`config.mk`:
```
export PLATFORM = sky130hd
export DESIGN_NAME = fmap_collector
export DESIGN_NICKNAME = d
export VERILOG_FILES = /design/src/rtl/fmap_collector.sv
export SDC_FILE = /design/constraint.sdc
export NUM_CORES = 1
export LEC_CHECK = 0
export CAP_MARGIN = 25
export CORE_MARGIN = 2
export CORE_UTILIZATION = 60
export CTS_CLUSTER_DIAMETER = 100
export DETAILED_ROUTE_END_ITERATION = 12
export DONT_BUFFER_PORTS = 1
export PLACE_DENSITY = 0.76
export SLEW_MARGIN = 20
export SYNTH_ARGS = -nofsm -noshare
export SYNTH_HDL_FRONTEND = slang
export SYNTH_SLANG_ARGS = --single-unit
```
`constraint.sdc`:
```
create_clock -name clk -period 4.5 [get_ports clk]
set_input_delay 0.9 -clock clk [delete_from_list [all_inputs] [get_ports clk]]
set_output_delay 0.9 -clock clk [all_outputs]
set_load 0.1 [all_outputs]
```
`src/rtl/fmap_collector.sv`:
```
// -----------------------------------------------------------------------------
// fmap_collector
//
// Receiving end of the accelerator's output feature-map stream. Element writes
// (addr/data/valid, no backpressure) are assembled into one bank of a
// double-buffered RAM. Once every element of a map has been written at least
// once, the map is handed to the readout side. The readout side replays it in
// ascending address order on a valid/ready stream. If the readout bank is
// still occupied when a new map completes, that new map is discarded and
// counted.
//
// Ports:
//   clk          system clock
//   reset        asynchronous, active-low reset
//   in_addr      incoming element address (addresses >= NUM_ELEMS are ignored)
//   in_data      incoming element data
//   in_valid     element write strobe, accepted every cycle
//   m_addr       address of the streamed element
//   m_data       streamed element data
//   m_valid      stream valid
//   m_ready      stream ready from the consumer
//   m_last       high with element NUM_ELEMS-1 of a frame
//   frame_count  frames handed to readout (saturating)
//   drop_count   frames discarded because readout was busy (saturating)
//   busy         readout bank holds an unsent or partially sent frame
// -----------------------------------------------------------------------------
module fmap_collector #(
  parameter int ADDR_BITS = 6,
  parameter int DATA_BITS = 8,
  parameter int NUM_ELEMS = 64,
  parameter int CNT_BITS  = 16
) (
  input  logic                 clk,
  input  logic                 reset,
  input  logic [ADDR_BITS-1:0] in_addr,
  input  logic [DATA_BITS-1:0] in_data,
  input  logic                 in_valid,
  output logic [ADDR_BITS-1:0] m_addr,
  output logic [DATA_BITS-1:0] m_data,
  output logic                 m_valid,
  input  logic                 m_ready,
  output logic                 m_last,
  output logic [CNT_BITS-1:0]  frame_count,
  output logic [CNT_BITS-1:0]  drop_count,
  output logic                 busy
);

  // Each bank spans the full address space so any in-range address indexes it
  // directly; only the first NUM_ELEMS words are ever written.
  localparam int                   DEPTH     = 1 << ADDR_BITS;
  localparam logic [ADDR_BITS-1:0] LAST_ADDR = ADDR_BITS'(NUM_ELEMS - 1);

  typedef enum logic [1:0] {
    S_IDLE,
    S_FETCH,
    S_STREAM
  } state_t;

  state_t               state;
  logic [DATA_BITS-1:0] mem [2][DEPTH];
  logic                 wbank;
  logic                 rbank;
  logic [NUM_ELEMS-1:0] mask;
  logic [NUM_ELEMS-1:0] mask_set;
  logic [NUM_ELEMS-1:0] mask_next;
  logic                 wr_hit;
  logic                 frame_done;
  logic                 last_hs;
  logic                 rd_free;
  logic                 start;
  logic [ADDR_BITS-1:0] next_addr;

  // ---------------------------------------------------------------------------
  // Write-side decode. The one-hot compare against every legal index doubles
  // as the range check: an address >= NUM_ELEMS matches nothing, so it neither
  // writes the RAM nor touches the mask.
  // ---------------------------------------------------------------------------
  always_comb begin
    // NOTE: every signal assigned in a combinational block gets a default
    // first; otherwise a path that skips the assignment infers a latch.
    mask_set = '0;
    for (int i = 0; i < NUM_ELEMS; i++) begin
      if (in_valid && (in_addr == ADDR_BITS'(i))) mask_set[i] = 1'b1;
    end
  end

  always_comb begin
    wr_hit     = |mask_set;
    mask_next  = mask | mask_set;
    frame_done = wr_hit && (&mask_next);
    // The final beat leaving in this very cycle frees the readout bank, so a
    // frame completing at that moment is accepted rather than dropped.
    last_hs    = (state == S_STREAM) && m_valid && m_ready && m_last;
    rd_free    = (state == S_IDLE) || last_hs;
    start      = frame_done && rd_free;
    next_addr  = m_addr + ADDR_BITS'(1);
  end

  // ---------------------------------------------------------------------------
  // Frame storage. Write and read always target opposite banks, so there is
  // no collision to arbitrate.
  // ---------------------------------------------------------------------------
  // NOTE: the RAM array is deliberately left out of reset; resetting it would
  // turn the memory into a huge register file. Its contents are only consumed
  // after a full frame has been written.
  always_ff @(posedge clk) begin
    if (wr_hit) mem[wbank][in_addr] <= in_data;
  end

  // ---------------------------------------------------------------------------
  // Frame assembly, bank swap and counters.
  // ---------------------------------------------------------------------------
  // NOTE: sequential state is updated only with non-blocking assignments so
  // every register samples pre-edge values, independent of statement order.
  always_ff @(posedge clk or negedge reset) begin
    if (!reset) begin
      wbank       <= 1'b0;
      rbank       <= 1'b0;
      mask        <= '0;
      frame_count <= '0;
      drop_count  <= '0;
    end else begin
      mask <= frame_done ? '0 : mask_next;
      if (start) begin
        rbank <= wbank;
        wbank <= ~wbank;
        if (frame_count != '1) frame_count <= frame_count + CNT_BITS'(1);
      end else if (frame_done) begin
        // Readout still busy: keep the write bank so the next frame simply
        // overwrites the discarded one.
        if (drop_count != '1) drop_count <= drop_count + CNT_BITS'(1);
      end
    end
  end

  // ---------------------------------------------------------------------------
  // Read FSM. m_addr doubles as the read pointer. The RAM read is synchronous
  // into the m_data register: FETCH primes element 0, and in STREAM each
  // accepted beat reads the following element in the same edge, which keeps
  // one element per cycle under continuous m_ready.
  // ---------------------------------------------------------------------------
  always_ff @(posedge clk or negedge reset) begin
    if (!reset) begin
      state   <= S_IDLE;
      m_valid <= 1'b0;
      m_last  <= 1'b0;
      m_addr  <= '0;
      m_data  <= '0;
      busy    <= 1'b0;
    end else begin
      case (state)
        S_IDLE: begin
          if (start) begin
            state <= S_FETCH;
            busy  <= 1'b1;
          end
        end

        S_FETCH: begin
          m_addr  <= '0;
          m_data  <= mem[rbank][0];
          m_last  <= (LAST_ADDR == '0);
          m_valid <= 1'b1;
          state   <= S_STREAM;
        end

        S_STREAM: begin
          if (m_valid && m_ready) begin
            if (!m_last) begin
              m_addr <= next_addr;
              m_data <= mem[rbank][next_addr];
              m_last <= (next_addr == LAST_ADDR);
            end else if (start) begin
              // Back-to-back frame: rbank has just been swapped, go straight
              // to fetching the new bank and keep busy asserted.
              m_valid <= 1'b0;
              m_last  <= 1'b0;
              state   <= S_FETCH;
            end else begin
              m_valid <= 1'b0;
              m_last  <= 1'b0;
              busy    <= 1'b0;
              state   <= S_IDLE;
            end
          end
        end

        default: begin
          state   <= S_IDLE;
          m_valid <= 1'b0;
          m_last  <= 1'b0;
          busy    <= 1'b0;
        end
      endcase
    end
  end

endmodule

```
==> impl_results.md <==
- Synthesized area per cell: 18.6 um2
- Initial DRT Pass Iterations: 6
- DRT iter0 DRCs: 3216
- Pre-CTS setup slack: 0.670 ns
- Setup_tns: 0 ns
- Reg2reg start: m_addr[0]
- WP data required: about 5.1 ns
- Post-Synth XOR/XNOR Area: 0.718%
- Vias: 24300
- Vias per inst: 6.80
- Synthesized flop and latch total: 1141
- Sequential area share after synthesis: 74.6%
- Synth Area in Simple Gates: 5.63%
- Root Buffer: clkbuf_16
- Max Cap Viol: 0
- Worst setup path start: m_addr[0]
- Fin. Hold Viols: 0
- Final ANT Viol Nets: 0
- Die Y: approximately 280 um
- Clock sinks: 1141
- Element type at the critical path start: flop
- VDD IR-drop max: 0.000352 V
- Post-layout nets: 2543
- Reg2Reg Depth: 9
- Core area: 0.0744 mm2
- Levels on crit path: 9
- Skew-Pair Late Insertion Delay: approximately 0.68 ns
- CP Capture Type: flop
- Fillers: 4551
- Area Growth Syn to Fin: 11.8%
- Compound-Gate Fraction of Synth Area: 3.22%
- Power density cells: 512 mW/mm2
- Max-slew violations: 0
- H-tree Lvls: 3
- Setup crit end: m_data[6]
- Overflow after GRT: 0
- RSZ-0062 raised after global routing: no
- Post-synth top area cell: edfxtp_1
- DP HPWL: 65.0 mm
- Drc violations: 0
- Mapped Nets: 2455
- Ys async rst share: approximately a tenth
- Setup Viol. Count Final: 0
- Clock Skews: 0.0336 ns
- Headroom to the max-slew limit: 27.6%
- PostCTS Resize Cnt: 0
- Port bufs: 0
- Layout cells sized above 1: 21.5%
- # rows: 100
- Commonest non-fill, non-tap cell in the layout: edfxtp_1
- Syn Inst Count: roughly 2400
- Largest family of logic cells by synthesized area: multiplexers
- Worst hold path class: input port to async pin
- Worst setup path category: flop to flop
- ANT cells: 0
- Slowest stage delay, CP: 0.67 ns
- Worst reg2reg path endpoint: m_data[6]
- DIE AREA: ~0.077 mm2
- TritonCTS clock tree: built
- Leakage power: 16.2 nW
- Initial core utilization: 60.7%
- Tcrit/Tclk final: between 80% and 90%
- Ys flop type: edfxtp_1
- Number of buffers created by CTS: 110
- Final WS setup: 0.828 ns
- CP top delay family: buffers and inverters
- Critical-path cell list: inv_1 -> ha_2 -> buf_4 -> inv_1 -> buf_4 -> a311oi_1 -> o31ai_1 -> a221o_1 -> a21oi_1
- Routability cong.: 0.929
- Final wirelength: 109 mm
- Post-synth EDFFs: 1024
- Synth Warn #: 0
- Routed wire length per instance: 30.4 um
- CP max FO: 41
- Yosys cell types: 64
- Netlist Area Pre-Place: 0.0452 mm2
- Chip width: about 280 um
- Largest net degree at the start of global routing: 129
- Most frequent cells in the layout: 1024 x edfxtp_1, 240 x nor2_1, 240 x mux4_2
- Least-Margin Pin Slew: 1.09 ns
- Worst-path cell with the longest stage delay: dfrtp_4
- Total GRT Usage: 28.5%
- WP data arrival: 4.27 ns
- Vias in the first global route: 24500
- Minimum clock period after layout: 3.67 ns
- Overall Power: 25.8 mW
- Top post-synthesis cells by area: edfxtp_1 68%, mux4_2 12%, dfrtp_1 6.5%, nor2_1 2.0%, mux2i_1 1.7%
- Status: completed
- R2R setup slack: 0.83 ns
- Synth top area share: 68.1%
- Peak Freq: between 200 and 300 MHz
- Synth Area in Adders: less than 1%
- Clock Tree Buf Depth: 3
- Initial antenna violation count: 2
- CP bufs+invs: 4
- Clock-pin slew on the worst setup and hold paths: 0.07 ns
- Mux contribution to synthesized area: approximately 14%
- First-pass GRT wire length: 162 mm
- Top-level I/O count: 67
-- repair_timing --
action,4_1_cts,5_1_grt
hold buffers,1,0
hold endpoints to repair,117,0
setup buffers,0,0
-- power by group --
part           switching (mW)  internal (mW)  total [mW]
registers               0.428           11.7        12.2
clock network            3.86           5.46        9.32
logic                    2.84           1.50        4.34
total                    7.13           18.7        25.8
-- cell type report --
| class | instances | area, um2 | area share [%] |
|---|---|---|---|
| Inverter | 7 | 26.3 | 0.0521 |
| Sequential cell | 1141 | 33700 | 66.7 |
| Clock inverter | 56 | 668 | 1.32 |
| Timing Repair Buffer | 116 | 1000 | 1.99 |
| Clock buffer | 144 | 2980 | 5.91 |
| Tap cell | 969 | 1210 | 2.40 |
| Multi-Input combinational cell | 1145 | 10900 | 21.6 |
-- flip-flops by register name, indices dropped and copies added (netlist names) --
signal / count
drop_count: 16
m_last: 1
state: 2
mem: 1024
rbank: 1
frame_count: 16
m_valid: 1
m_data: 8
m_addr: 6
mask: 64
busy: 1
wbank: 1
-- how the worst min path moves through the flow --
stage | end | slack [ns] | cells after the start
after global placement | mask[8] | 0.48 | 2
after global routing | frame_count[9] | 0.20 | 1
after detailed placement | mask[0] | 0.49 | 2
after CTS | frame_count[5] | 0.19 | 1
after floorplan | mask[12] | 0.46 | 2
final | frame_count[9] | 0.14 | 1
-- logic make-up after synthesis --
| kind of cell | Yosys count |
|---|---|
| DFF | 1141 |
| and+or+nand+nor | 540 |
| muxes | 341 |
| AOI/OAI and AO/OA | 223 |
| buffers and inverters | 147 |
| xor gates and xnor gates | 37 |
| adders and majority gates | 4 |
-- layer usage --
| layer | global-route usage (%) | up-vias | part of all wire (%) |
|---|---|---|---|
| li1 | - | 9964 | - |
| met1 | 39.9 | 12500 | 38 |
| met2 | 44.6 | 1574 | 48 |
| met3 | 7.17 | 259 | 11 |
| met4 | 9.47 | 4 | 3.5 |
| met5 | 0 | - | 0.025 |
-- synth_stat cells, types with 7 or more instances --
cell type and n:
buf_1 11, nand2_1 109, o22ai_1 11, a21oi_1 92, edfxtp_1 1024, a211oi_1 9
a221oi_1 24, clkbuf_1 69, nand4_1 14, nor3_1 21, xor2_1 25, mux2i_1 76
a311oi_1 7, o21ai_0 28, nor2b_1 9, nor4_1 27, inv_1 7, mux4_2 240
and3_1 13, dfrtp_1 117, a22oi_1 10, buf_4 13, nand2b_1 12, buf_2 46
nor2_1 242, xnor2_1 12, mux2_2 23, nand3_1 54
-- metrics by stage --
step | cell area, um2 | hold slack [ns] | utilization (%) | cells
2_1_floorplan | 45200 | 0.464 | - | 2433
3_3_place_gp | 46800 | 0.483 | 62.8 | 3374
3_5_place_dp | 46800 | 0.491 | 62.8 | 3375
4_1_cts | 50500 | 0.190 | 67.8 | 3576
5_1_grt | 50500 | 0.202 | 67.8 | 3578
6_report | 50500 | 0.145 | 67.8 | 3578
Note: power is estimated with default switching activity, not from simulation.
